$ cat src/rtl/fwd_scoreboard.sv
// Forwarding and interlock scoreboard: tracks in-flight register writes per post-decode stage
// and resolves per-port operand forwarding or a stall on the youngest not-yet-ready producer.
module fwd_scoreboard #(
    parameter int NRP  = 2,
    parameter int NST  = 3,
    parameter int LATW = 3,
    parameter int RW   = 5,
    parameter int DW   = 32,
    localparam int SW  = $clog2(NST + 1)
) (
    input  logic              CLK,
    input  logic              nRST,
    input  logic              issue_valid,
    input  logic              issue_wen,
    input  logic [RW-1:0]     issue_dest,
    input  logic [LATW-1:0]   issue_lat,
    input  logic              advance,
    input  logic [NST-1:0]    flush_mask,
    input  logic [NRP*RW-1:0] rd_addr,
    input  logic [NRP*DW-1:0] rf_data,
    input  logic [NST*DW-1:0] stage_data,
    output logic [NRP*SW-1:0] fwd_sel,
    output logic [NRP*DW-1:0] fwd_data,
    output logic              stall,
    output logic [NST-1:0]    occ
);

    // Countdown step that holds at zero; also maps an issue latency of 0 onto 1.
    function automatic logic [LATW-1:0] sat_dec(input logic [LATW-1:0] c);
        return (c == {LATW{1'b0}}) ? {LATW{1'b0}} : c - LATW'(1);
    endfunction

    logic [NST-1:0]  valid_r;
    logic [NST-1:0]  wen_r;
    logic [RW-1:0]   dest_r [NST];
    logic [LATW-1:0] cnt_r  [NST];

    logic [NST-1:0]  live_s;
    logic [NRP-1:0]  hit_s;
    logic [NRP-1:0]  rdy_s;
    logic [NRP-1:0]  blocked_s;
    logic [SW-1:0]   hit_sel_s  [NRP];
    logic [DW-1:0]   hit_data_s [NRP];

    assign live_s = valid_r & ~flush_mask;
    assign stall  = |blocked_s;
    assign occ    = valid_r;

    // Per-port search, oldest to youngest so the youngest matching entry wins.
    always_comb begin
        for (int p = 0; p < NRP; p++) begin
            hit_s[p]      = 1'b0;
            rdy_s[p]      = 1'b0;
            hit_sel_s[p]  = {SW{1'b0}};
            hit_data_s[p] = {DW{1'b0}};
            for (int k = NST - 1; k >= 0; k--) begin
                if (valid_r[k] && wen_r[k] && (dest_r[k] == rd_addr[p*RW +: RW]) &&
                    (rd_addr[p*RW +: RW] != {RW{1'b0}})) begin
                    hit_s[p]      = 1'b1;
                    rdy_s[p]      = (cnt_r[k] == {LATW{1'b0}});
                    hit_sel_s[p]  = SW'(k + 1);
                    hit_data_s[p] = stage_data[k*DW +: DW];
                end else begin
                    hit_s[p] = hit_s[p];
                end
            end
        end
    end

    // Operand select per port; a not-ready youngest producer blocks with no fallback.
    always_comb begin
        fwd_sel   = {(NRP*SW){1'b0}};
        fwd_data  = rf_data;
        blocked_s = {NRP{1'b0}};
        for (int p = 0; p < NRP; p++) begin
            if (hit_s[p] && rdy_s[p]) begin
                fwd_sel[p*SW +: SW]  = hit_sel_s[p];
                fwd_data[p*DW +: DW] = hit_data_s[p];
            end else if (hit_s[p]) begin
                blocked_s[p] = 1'b1;
            end else begin
                fwd_sel[p*SW +: SW] = {SW{1'b0}};
            end
        end
    end

    // Scoreboard shift register: flush first, then shift/issue when the pipeline advances.
    always_ff @(posedge CLK or negedge nRST) begin
        if (!nRST) begin
            valid_r <= {NST{1'b0}};
            wen_r   <= {NST{1'b0}};
            for (int k = 0; k < NST; k++) begin
                dest_r[k] <= {RW{1'b0}};
                cnt_r[k]  <= {LATW{1'b0}};
            end
        end else if (advance) begin
            valid_r[0] <= issue_valid & ~stall;
            wen_r[0]   <= issue_wen;
            dest_r[0]  <= issue_dest;
            cnt_r[0]   <= sat_dec(issue_lat);
            for (int k = 1; k < NST; k++) begin
                valid_r[k] <= live_s[k-1];
                wen_r[k]   <= wen_r[k-1];
                dest_r[k]  <= dest_r[k-1];
                cnt_r[k]   <= sat_dec(cnt_r[k-1]);
            end
        end else begin
            valid_r <= live_s;
        end
    end

endmodule

$ cat config.mk
export PLATFORM = sky130hd
export DESIGN_NAME = fwd_scoreboard
export DESIGN_NICKNAME = d
export VERILOG_FILES = /design/src/rtl/fwd_scoreboard.sv
export SDC_FILE = /design/constraint.sdc
export NUM_CORES = 1
export LEC_CHECK = 0
export CELL_PAD_IN_SITES_DETAIL_PLACEMENT = 0
export CELL_PAD_IN_SITES_GLOBAL_PLACEMENT = 2
export CORE_MARGIN = 2
export CORE_UTILIZATION = 16
export DETAILED_ROUTE_END_ITERATION = 16
export GPL_ROUTABILITY_DRIVEN = 0
export PLACE_DENSITY = 0.8
export RECOVER_POWER = 25
export SLEW_MARGIN = 20
export SYNTH_ARGS = -nofsm -noshare
export SYNTH_HDL_FRONTEND = slang
export SYNTH_SLANG_ARGS = --single-unit
export TNS_END_PERCENT = 100
$ cat constraint.sdc
create_clock -name CLK -period 2.1 [get_ports CLK]
set_input_delay 0.21 -clock CLK [delete_from_list [all_inputs] [get_ports CLK]]
set_output_delay 0.21 -clock CLK [all_outputs]
set_load 0.02 [all_outputs]
==> results of run 1 <==
## cells in the mapped netlist (2+ instances only)
cell,instances
a21oi_1,67
a221oi_1,64
a31oi_1,3
and4_1,2
buf_2,9
buf_6,5
clkbuf_1,39
clkbuf_2,3
dfrtp_1,30
ha_1,6
inv_1,38
mux2_2,22
mux2i_1,2
nand2_1,17
nand2b_1,4
nand3_1,2
nand4_1,4
nor2_1,10
nor3_1,3
nor4_1,5
o21ai_0,30
o21ai_1,6
o31ai_1,32
o32ai_1,34
or2_2,5
or4_1,2
xnor2_1,14
xor2_1,16
## power by group through the flow
stage	Sequential [mW]	Combinational (mW)	Clock [mW]
finish	0.734	1.73	0.960
global route	0.747	1.84	1.00
CTS	0.727	1.66	0.975
detailed placement	0.736	1.48	0
global placement	0.734	1.47	0
floorplan	0.736	0.612	0
## state kept, by name (all words and copies together) (netlist names)
register	flops
dest_r	15
wen_r	3
cnt_r	9
occ	3
## critical path, stage by stage (launching register included)
cell     delay, ns
dfrtp_1       0.41
buf_4         0.15
xor2_1        0.17
nor4_2        0.24
nand4_1       0.23
buf_4         0.19
buf_4         0.14
o311a_4       0.17
buf_6         0.14
buf_4         0.12
o31ai_4       0.18
buf_6         0.15
## stage by stage
step / instance area [sq um] / total power, mW
after global routing: 11600 / 3.59
final: 11600 / 3.43
after global placement: 8900 / 2.20
after floorplan: 5220 / 1.35
after CTS: 10700 / 3.36
after detailed placement: 8900 / 2.22
## area by class of cell
type / instances / area, sq um / share of cell area
tap: 319 / 399 / 0.0345
clock buffer: 6 / 139 / 0.0120
sequential: 30 / 754 / 0.0653
inverter: 38 / 143 / 0.0123
clock inverter: 2 / 60.1 / 0.00520
antenna: 1 / 2.50 / 0.000217
timing repair buffer: 448 / 4980 / 0.431
multi-input combinational: 364 / 5070 / 0.439
## per-layer routing
metal	global-route usage	vias to the layer above	wire, um
li1	-	2753	-
met1	0.242	2872	11100
met2	0.342	193	13200
met3	0.0278	28	1340
met4	0.0407	0	372
met5	0	-	0
## kinds of logic (layout without fill, tap and decap cells)
| logic type | after synthesis | in the layout | synth area share |
|---|---|---|---|
| AO/OA/AOI/OAI | 242 | 243 | 0.448 |
| XOR/XNOR | 30 | 30 | 0.0698 |
| adder cells (fa/ha/maj) | 6 | 6 | 0.0199 |
| buffers and inverters | 94 | 494 | 0.108 |
| flip-flops | 30 | 30 | 0.199 |
| multiplexers | 24 | 24 | 0.0711 |
| other | 0 | 1 | 0 |
| AND/OR/NAND/NOR | 61 | 61 | 0.0847 |
## worst max path at each step
stage | endpoint | cells past startpoint | slack (ns)
finish | fwd_data[54] | 11 | -0.69
global route | fwd_data[0] | 12 | -0.77
CTS | fwd_data[21] | 11 | -0.76
detailed placement | fwd_data[21] | 12 | -1.28
global placement | fwd_data[14] | 10 | -1.26
floorplan | fwd_data[33] | 9 | -0.27
## what timing repair did
item                                    4_1_cts  5_1_grt
endpoints found under the setup margin       70       70
gates cloned                                  6        8
setup buffers                                43       36
pin swaps                                    38       49
gates resized for setup                     562       91
==> flow_metrics.py, run 1 <==
metrics = {
    "run_status": {
        "outcome": "complete, but fails checks",
        "violations": "negative setup slack",
    },
    "finish": {
        "utilization": 0.497,
        "layout.nets": 1079,
        "final_cells": 1208,
        "drive_above_1_share": 0.566,
        "mostFrequentLayoutCells": "177 x clkdlybuf4s50_1, 105 x buf_4, 97 x buf_6",
        "n_fill_cell": 2128,
        "final_common_cell": "clkdlybuf4s50_1",
        "syn_to_final_growth_pct": 207,
    },
    "worst_setup_path": {
        "r2r_slack_ns": -0.15,
        "worstPathRequired_ns": 1.89,
        "rr_worst_depth": 10,
        "crit_path_max_fanout": 5,
        "timing.rr.start": "dest_r[9]",
        "end_kind": "primary output",
        "worst_setup_path_start_kind": "register",
        "arrival_ns": 2.58,
        "cp-startpoint": "dest_r[14]",
        "r2r-end": "occ[0]",
        "path_class": "register to primary output",
    },
    "sta": {
        "fin_crit_sh": 1.33,
        "finalHoldViolCount": 0,
        "slew_headroom": 0.507,
        "fin_tns_setup_ns": -41.26,
        "post-route-worst-setup-slack_ns": -0.693,
        "rsz0062_at_grt": "yes",
        "whs_ns": 0.507,
        "timing.fmax_mhz": 358,
        "finalSetupViolCount": 70,
        "drv_slew": 0,
        "post-route-min-period_ns": 2.79,
        "worst_pin_slew_ns": 0.740,
        "finClkSkew_ns": 0.00345,
    },
    "logic_synthesis": {
        "ys_ff_latch": 30,
        "synth.top_cell.area_share": 0.199,
        "synthCells": 487,
        "synth_nets": 679,
        "yosysTopAreaCell": "dfrtp_1",
        "ys.warnings.count": 0,
        "synth.cell_area_sq_um": 3770,
        "synth_ff_type": "dfrtp_1",
        "postSynthAreaPerCell_sq_um": 7.73,
        "ys_async_sr_fraction": 1.00,
        "synth_edf_count": 0,
        "ys_seq_area_frac": 0.199,
        "synth.area.top_cells": "dfrtp_1 20%, a221oi_1 15%, a21oi_1 8.9%",
        "synth_cell_type_count": 41,
    },
    "grt": {
        "grt_start_max_net_pins": 37,
        "antenna_found_initial": 0,
        "overflow": 0,
        "grt_pass1_vias": 6138,
        "grt_usage": 0.191,
        "grt_pass1_wl_mm": 36.1,
    },
    "min_path": {
        "holdCritStartpoint": "wen_r[2]",
        "hp-class": "register to register",
        "holdPathStages": 1,
        "min_to": "wen_r[2]",
    },
    "die": {
        "die_y_um": 157,
        "pin_count": 258,
        "die-width_um": 157,
        "dieArea_sq_um": 24800,
        "initial_core_util": 0.162,
        "core_sq_um": 23300,
        "placementRows": 56,
    },
    "drt": {
        "wl_per_cell_um": 21.5,
        "vias": 5846,
        "drtPass1Iterations": 4,
        "drc": 0,
        "drt_iter0_markers": 274,
        "routed_wl_mm": 26.0,
        "via_per_inst": 4.84,
        "ant_nets": 0,
    },
    "clock_network": {
        "path_clk_slew_ns": 0.05,
        "htreeDepth": 2,
        "clkSinkCount": 30,
        "clockBufferDepth": 2,
        "worst_skew_pair.late_latency_ns": 0.27,
        "cts_tree": "yes",
        "root_buffer": "clkbuf_16",
        "hold_buffers": 0,
        "numCtsBuffers": 5,
    },
    "pwr": {
        "p_clk_frac": 0.280,
        "p_leak_nw": 4.29,
        "power_switching_mw": 1.07,
        "ir_drop_mv": 0.400,
        "power.internal_mw": 2.36,
        "power_frac_seq": 0.214,
        "p_sw_frac": 0.312,
        "p_per_area_nw_per_um2": 297,
        "p_comb_frac": 0.506,
    },
    "placed_design": {
        "preCtsSetupSlack_ns": -1.28,
        "numPlacedInstances": 1113,
        "dp_hpwl_mm": 17.5,
        "io_buffers": 257,
    },
    "job": {
        "drv_cap": 0,
    },
}
Power figures use the tool's default switching activity.
==> run 2: changes to the inputs <==
- ABC_AREA: unset -> 0
==> results of run 2 <==
The final DEF is identical to that of run 1; final timing and power are the same.
